==> src/rtl/mat_pkg.sv <==
// Shared constants and FSM state type for the matrix SRAM read path.
package mat_pkg;

  localparam int DATA_W     = 64;
  localparam int ADDR_W     = 6;
  localparam int SRAM_DEPTH = 64;

  typedef enum logic [1:0] {
    IDLE  = 2'd0,
    ISSUE = 2'd1,
    DRAIN = 2'd2
  } state_t;

endpackage

==> src/rtl/sram_rd_fifo2.sv <==
// Two-entry row buffer; the head entry is a register so o_head holds steady while stalled.
module sram_rd_fifo2 #(
  parameter int DATA_W = mat_pkg::DATA_W
) (
  input  logic              clk,
  input  logic              rst,
  input  logic              i_push,
  input  logic [DATA_W-1:0] i_data,
  input  logic              i_pop,
  output logic              o_valid,
  output logic [1:0]        o_count,
  output logic [DATA_W-1:0] o_head
);

  logic [DATA_W-1:0] r_head;
  logic [DATA_W-1:0] r_tail;
  logic [1:0]        r_count;
  logic              w_pop;
  logic              w_push;

  // A pop on an empty buffer or a push into a full one without a pop is dropped.
  assign w_pop  = i_pop && (r_count != 2'd0);
  assign w_push = i_push && ((r_count != 2'd2) || w_pop);

  always_ff @(posedge clk) begin
    if (rst) begin
      r_head  <= '0;
      r_tail  <= '0;
      r_count <= 2'd0;
    end else begin
      case ({w_push, w_pop})
        2'b10: begin
          if (r_count == 2'd0) r_head <= i_data;
          else                 r_tail <= i_data;
          r_count <= r_count + 2'd1;
        end
        2'b01: begin
          if (r_count == 2'd2) r_head <= r_tail;
          r_count <= r_count - 2'd1;
        end
        2'b11: begin
          if (r_count == 2'd2) begin
            r_head <= r_tail;
            r_tail <= i_data;
          end else begin
            r_head <= i_data;
          end
        end
        default: ;
      endcase
    end
  end

  assign o_valid = (r_count != 2'd0);
  assign o_count = r_count;
  assign o_head  = r_head;

endmodule

==> src/rtl/sram_row_streamer.sv <==
// Issues consecutive SRAM row reads and returns them as a credit-limited valid/ready stream.
module sram_row_streamer #(
  parameter int DATA_W = mat_pkg::DATA_W,
  parameter int ADDR_W = mat_pkg::ADDR_W
) (
  input  logic              clk,
  input  logic              rst,
  input  logic              start,
  input  logic [ADDR_W-1:0] base_addr,
  input  logic [ADDR_W:0]   row_count,
  output logic              busy,
  output logic              done,
  output logic              sram_csb,
  output logic [ADDR_W-1:0] sram_raddr,
  input  logic [DATA_W-1:0] sram_rdata,
  output logic              out_valid,
  output logic [DATA_W-1:0] out_data,
  output logic              out_last,
  input  logic              out_ready
);

  import mat_pkg::*;

  state_t            r_state;
  logic [ADDR_W-1:0] r_rd_ptr;
  logic [ADDR_W:0]   r_issue_left;
  logic [ADDR_W:0]   r_out_left;
  logic              r_inflight;
  logic              r_busy;
  logic              r_done;

  logic              w_valid;
  logic [1:0]        w_count;
  logic              w_pop;
  logic              w_issue;
  logic [2:0]        w_occ;

  sram_rd_fifo2 #(.DATA_W(DATA_W)) u_fifo (
    .clk     (clk),
    .rst     (rst),
    .i_push  (r_inflight),
    .i_data  (sram_rdata),
    .i_pop   (w_pop),
    .o_valid (w_valid),
    .o_count (w_count),
    .o_head  (out_data)
  );

  // Buffered plus in-flight rows, less a same-cycle pop, must stay below two to issue.
  assign w_pop   = w_valid && out_ready;
  assign w_occ   = {1'b0, w_count} + {2'b00, r_inflight};
  assign w_issue = (r_state == ISSUE) && (r_issue_left != '0) &&
                   (w_occ < (3'd2 + {2'b00, w_pop}));

  always_ff @(posedge clk) begin
    if (rst) begin
      r_state      <= IDLE;
      r_rd_ptr     <= '0;
      r_issue_left <= '0;
      r_out_left   <= '0;
      r_inflight   <= 1'b0;
      r_busy       <= 1'b0;
      r_done       <= 1'b0;
    end else begin
      r_done     <= 1'b0;
      r_inflight <= w_issue;
      if (w_issue) begin
        r_rd_ptr     <= r_rd_ptr + 1'b1;
        r_issue_left <= r_issue_left - 1'b1;
      end
      if (w_pop) r_out_left <= r_out_left - 1'b1;
      case (r_state)
        IDLE: begin
          if (start) begin
            if (row_count != '0) begin
              r_rd_ptr     <= base_addr;
              r_issue_left <= row_count;
              r_out_left   <= row_count;
              r_busy       <= 1'b1;
              r_state      <= ISSUE;
            end else begin
              r_done <= 1'b1;
            end
          end
        end
        ISSUE: begin
          if (w_issue && (r_issue_left == 1)) r_state <= DRAIN;
        end
        DRAIN: begin
          if (w_pop && (r_out_left == 1)) begin
            r_state <= IDLE;
            r_busy  <= 1'b0;
            r_done  <= 1'b1;
          end
        end
        default: r_state <= IDLE;
      endcase
    end
  end

  assign busy       = r_busy;
  assign done       = r_done;
  assign sram_csb   = ~w_issue;
  assign sram_raddr = r_rd_ptr;
  assign out_valid  = w_valid;
  assign out_last   = w_valid && (r_out_left == 1);

endmodule

==> config.mk <==
export PLATFORM = sky130hd
export DESIGN_NAME = sram_row_streamer
export DESIGN_NICKNAME = d
export VERILOG_FILES = /design/src/rtl/mat_pkg.sv /design/src/rtl/sram_rd_fifo2.sv /design/src/rtl/sram_row_streamer.sv
export SDC_FILE = /design/constraint.sdc
export NUM_CORES = 1
export LEC_CHECK = 0
export BUFFER_PORTS_ARGS = -buffer_cell sky130_fd_sc_hd__buf_4
export CAP_MARGIN = 15
export CORE_ASPECT_RATIO = 0.8
export CORE_MARGIN = 1
export CORE_UTILIZATION = 41
export CTS_CLUSTER_DIAMETER = 50
export DETAILED_ROUTE_END_ITERATION = 8
export PLACE_DENSITY = 0.65
export SYNTH_ARGS = -nofsm -noshare
export SYNTH_HDL_FRONTEND = slang
export SYNTH_HIERARCHICAL = 1
export SYNTH_SLANG_ARGS = --single-unit
==> constraint.sdc <==
create_clock -name clk -period 3 [get_ports clk]
set_input_delay 0.6 -clock clk [delete_from_list [all_inputs] [get_ports clk]]
set_output_delay 0.6 -clock clk [all_outputs]
set_load 0.005 [all_outputs]
Yosys cells after proc, flatten, opt, wreduce, memory -nomap -nowiden
Index checks and enable logic that the tools add are counted.
{"block": "word_totals", "register_bits": 155, "elab_cells": 91}
{"block": "op_classes", "n_lt_le_gt_ge": 1, "reduce_logical": 22, "n_addsub": 7, "n_eq_ne": 17, "n_bitwise": 1, "muxes": 33}
{"cell": "$mux W64", "count": 5}
{"cell": "$pmux W64 S3", "count": 1}
{"cell": "$pmux W64 S2", "count": 1}
{"cell": "$mux W7", "count": 8}
{"cell": "$mux W6", "count": 4}
{"cell": "$eq A7 B1 Y1 const B", "count": 2}
{"cell": "$reduce_bool A7 Y1", "count": 2}
{"cell": "$sub A7 B1 Y7 const B", "count": 2}
{"cell": "$ne A2 B2 Y1 const B", "count": 5}
{"cell": "$eq A2 B2 Y1 const B", "count": 4}
{"cell": "$logic_and A1 B1 Y1", "count": 8}
{"cell": "$mux W2", "count": 4}
{"cell": "$ne A2 B1 Y1 const B", "count": 4}
{"cell": "$reduce_and A4 Y1", "count": 2}
{"cell": "$reduce_bool A2 Y1", "count": 4}
{"cell": "$add A6 B1 Y6 const B", "count": 1}
{"cell": "$mux W1", "count": 6}
{"cell": "$pmux W2 S3", "count": 1}
{"cell": "$reduce_and A3 Y1", "count": 2}
{"cell": "$eq A2 B1 Y1 const B", "count": 2}
{"cell": "$logic_not A2 Y1", "count": 2}
{"cell": "$pmux W1 S2", "count": 2}
{"cell": "$pmux W2 S2", "count": 1}
{"cell": "$add A2 B1 Y3", "count": 1}
{"cell": "other kinds (7)", "count": 7}

Longest topological paths before layout
{"block": "depth", "word_depth": 9, "mapped_depth": 10, "ltp_nobuf": 6}

Cells and area by module
The synthesis kept the hierarchy.
{"module": "sram_rd_fifo2", "area_each_um2": 5994.5, "seq_area_each_um2": 2602.5, "cells_per_inst": 832, "instances": 1}
{"module": "sram_row_streamer", "area_each_um2": 1490.2, "seq_area_each_um2": 500.5, "cells_per_inst": 178, "instances": 1}

Least setup slack after synthesis
OpenSTA, ideal clock, no wires.
{"block": "synth_path", "path_type": "reg-to-output", "from": "reg r_inflight", "to": "out sram_csb", "path_stages_with_launch": 6, "t_arrival_ps": 1555, "path_slack_ps": 845, "t_required_ps": 2400, "path_cell_list": "dfxtp_1 -> ha_1 -> ha_1 -> or3b_4 -> a21oi_1 -> nand2_1"}
{"block": "synth_between", "elab_chain_len": 4}
{"item": "start, declared", "line": "sram_row_streamer.sv:28", "source": "logic r_inflight;"}
{"item": "start signal, assigned", "line": "sram_row_streamer.sv:66", "source": "r_inflight <= w_issue;"}
{"item": "$add A2 B1 Y3", "line": "sram_row_streamer.sv:51", "source": "assign w_occ = {1'b0, w_count} + {2'b00, r_inflight};"}
{"item": "$lt A3 B3 Y1", "line": "sram_row_streamer.sv:53", "source": "(w_occ < (3'd2 + {2'b00, w_pop}));"}
{"item": "$logic_and A1 B1 Y1", "line": "sram_row_streamer.sv:52", "source": "assign w_issue = (r_state == ISSUE) && (r_issue_left != '0) &&"}
{"item": "$not A1 Y1", "line": "sram_row_streamer.sv:103", "source": "assign sram_csb = ~w_issue;"}
{"item": "end, declared", "line": "sram_row_streamer.sv:13", "source": "output logic sram_csb,"}
No other way between the ends.

Final worst setup path
{"block": "layout_path", "from": "reg u_fifo.r_count[0], in the netlist u_fifo/o_count[0]", "to": "out sram_csb"}
{"block": "layout_between", "elab_chain_len": 6, "elab_cells_between_ends": 7, "cone_classes": "2 x add/sub; 1 x order compare; 1 x bitwise; 3 x reduce/logical"}
{"item": "start, declared", "line": "sram_rd_fifo2.sv:17", "source": "logic [1:0] r_count;"}
{"item": "start signal, assigned", "line": "sram_rd_fifo2.sv:35", "source": "r_count <= r_count + 2'd1;"}
{"item": "start signal, assigned", "line": "sram_rd_fifo2.sv:39", "source": "r_count <= r_count - 2'd1;"}
{"item": "$reduce_bool A2 Y1", "line": "sram_rd_fifo2.sv:54", "source": "assign o_valid = (r_count != 2'd0);"}
{"item": "$logic_and A1 B1 Y1", "line": "sram_row_streamer.sv:50", "source": "assign w_pop = w_valid && out_ready;"}
{"item": "$add A2 B1 Y3", "line": "sram_row_streamer.sv:53"}
{"item": "$lt A3 B3 Y1 *", "line": "sram_row_streamer.sv:53"}
{"item": "$logic_and A1 B1 Y1 *", "line": "sram_row_streamer.sv:52"}
{"item": "$not A1 Y1 *", "line": "sram_row_streamer.sv:103"}
Every way passes the cells marked *; elsewhere a longest branch is shown, timed or not.

==> results.json <==
{
  "end_kind": "primary output",
  "timing.rr.end": "u_fifo/o_head[42]",
  "clk_latency_ns": 0.42,
  "ys_top_cells_by_area": "dfxtp_1, nor2_1, nand2_1",
  "holdCritStartpoint": "rst",
  "num_io_pins": 156,
  "finalClockSkew_ns": 0.0123,
  "path_buf_inv": 2,
  "ff2ff_path_depth": 7,
  "critPathMaxFanout": 16,
  "outcome": "complete, no violations",
  "synthArstFlopShare_pct": 0,
  "ys_ff_latch": 155,
  "slew_viol_final": 0,
  "pre_cts_ws_ns": 0.345,
  "grt_pass1_vias": 6382,
  "cts_buffers": 17,
  "vias": 7230,
  "slowest_delay_ns": 0.41,
  "hp-class": "input pin to flop",
  "synth_cell_type_count": 54,
  "worst-setup-path-type": "flop to primary output",
  "r2r-start": "u_fifo/o_count[0]",
  "core_area_um2": 17600,
  "netlist_instances": 1010,
  "fin_crit_sh_pct": 93.1,
  "ant_nets": 0,
  "setup_viol": 0,
  "syn_avg_cell_area_um2": 7.41,
  "post_drt_wl_per_cell_um": 15.0,
  "nFillCells": 1698,
  "cts_tree": "done",
  "final_common_cell": "nor2_1",
  "synth.cell_area_um2": 7480,
  "finalSetupTns_ns": 0,
  "grt_overflow": 0,
  "cts_hold_buffers": 0,
  "num_rows": 43,
  "drtIter0Drc": 477,
  "whs_path_depth": 2,
  "antenna_found_initial": 0,
  "cp_data_required_time_ns": 2.40,
  "final_cell_mix": "nor2_1, buf_4, dfxtp_1",
  "ys.flop_type": "dfxtp_1",
  "drc": 0,
  "nets": 1208,
  "grt_max_degree": 147,
  "syn_to_final_growth_pct": 24.9,
  "final_util_pct": 53.1,
  "clk_pin_slew_worst_paths_ns": 0.06,
  "grt_pass1_wl_um": 32600,
  "fmax_mhz": 358,
  "syn_nets": 1099,
  "slew_headroom_pct": 42.1,
  "peakVddDrop_mv": 0.320,
  "synth.top_cell.area_share_pct": 41.5,
  "place_congestion": 0.849,
  "die_h_um": 123,
  "start_util_pct": 42.5,
  "power_density_nw_per_um2": 571,
  "multiInputGateArea_um2": 3760,
  "tightest_slew_ns": 0.856,
  "die_area_um2": 18800,
  "synth-edff-count": 0,
  "cts_sinks": 155,
  "layout-drive-gt1-share_pct": 19.8,
  "ys_seq_area_share_pct": 41.5,
  "postCtsSetupRepairBufs": 0,
  "n_antenna_cell": 0,
  "hold_viol_final": 0,
  "worstPathCellList": "ha_1 > ha_1 > or3b_4 > a21oi_1 > buf_4 > nand2_1 > buf_4",
  "postCtsResizedCells": 0,
  "wl_um": 20300,
  "arrival_ns": 2.19,
  "max_cap_viol_count": 0,
  "rsz0062_at_grt": "false",
  "synth_warnings": 6,
  "clock_path_buffers": 2,
  "whs_endpoint": "done",
  "critPathTopFamily": "simple AND/OR/NAND/NOR gates",
  "regArea_um2": 3110,
  "dieWidth_um": 153,
  "postLayoutSetupSlackWorst_ns": 0.206,
  "dp_hpwl_um": 12600,
  "min_period_ns": 2.79,
  "h-tree-depth": 4,
  "start_kind": "flop",
  "leakage_uw": 0.00359,
  "synth.largest_area_cell": "dfxtp_1",
  "drt-pass1-iter-count": 6,
  "cts_root_buffer": "clkbuf_16",
  "grt_usage_pct": 21.6,
  "cpMaxStageDelayCell": "dfxtp_2",
  "viasPerCell": 5.33,
  "io_buffers": 155,
  "reg2reg_slack_ns": 0.34
}
cell type report:
class,instances,share of cell area [%]
multi-input combinational,710,40.2
timing repair buffer,170,14.3
sequential,155,33.3
clock inverter,13,1.75
tap,225,3.01
clock buffer,19,4.84
inverter,65,2.61
per-stage QoR:
stage | area (µm²) | hold WS, ns | cells | power [µW]
floorplan | 7480 | 0.436 | 1010 | 2760
global placement | 8730 | 0.442 | 1325 | 3130
detailed placement | 8730 | 0.446 | 1325 | 3140
CTS | 9350 | 0.407 | 1357 | 5390
global route | 9350 | 0.412 | 1357 | 5590
finish | 9350 | 0.424 | 1357 | 5340
logic make-up (layout without fill, tap and decap cells):
logic type,count (synthesis),count (layout),synth area share [%]
xor+xnor,5,5,0.585
compound gates,180,180,17.1
buf+inv,145,267,8.53
flops,155,155,41.5
mux,13,13,1.76
fa+ha+maj,8,8,1.34
simple gates,504,504,29.3
cell usage after synthesis, types with 3 or more instances:
master,number
inv_1,65
clkbuf_1,47
and2_1,3
o31ai_1,4
ha_1,8
nor3_1,6
a311oi_1,5
nor4_1,61
buf_2,12
mux2i_1,12
a21oi_1,74
nor2_1,243
o21ai_0,7
dfxtp_1,155
buf_4,9
nand4_1,3
a211oi_1,6
buf_1,6
nand3_1,11
nand2b_1,5
buf_6,6
xnor2_1,5
a32oi_1,55
a22oi_1,4
nand3b_1,3
nand2_1,146
nor2b_1,4
or2_2,5
or4_1,5
o211ai_1,6
metal layers:
metal	GRT usage, %	share of wire, %	vias up
met1	30.4	49	3336
met4	4.73	0.52	0
li1	-	-	3668
met3	4.87	6.1	8
met2	33.5	44	218
met5	0	0	-
flip-flops by register name, indices dropped and copies added, names as in the netlist:
name,cells
busy,1
done,1
r_inflight,1
r_issue_left,7
r_out_left,7
r_state,2
sram_raddr,6
u_fifo/o_count,2
u_fifo/o_head,64
u_fifo/r_tail,64
power breakdown:
part / internal (µW) / switching (µW) / total [µW]
clock network: 1360 / 890 / 2250
registers: 2180 / 89.4 / 2270
logic: 379 / 445 / 824
worst max-delay path by stage:
stage / slack (ns) / depth (start not counted) / startpoint / to
2_1_floorplan: 0.84 / 5 / r_inflight / sram_csb
3_3_place_gp: 0.42 / 6 / u_fifo/o_count[0] / u_fifo/o_head[7]
3_5_place_dp: 0.34 / 6 / u_fifo/o_count[0] / u_fifo/o_head[7]
4_1_cts: 0.19 / 7 / u_fifo/o_count[0] / sram_csb
5_1_grt: 0.13 / 7 / u_fifo/o_count[0] / sram_csb
6_report: 0.21 / 7 / u_fifo/o_count[0] / sram_csb
worst reg2reg max path: stages, from the launching register on:
cell and delay [ns]:
dfxtp_2 0.50, or2_2 0.28, and2_2 0.41, mux2i_1 0.19
o21ai_4 0.52, buf_12 0.28, nor2_1 0.07, nor4_1 0.31
Power figures use the tool's default switching activity.
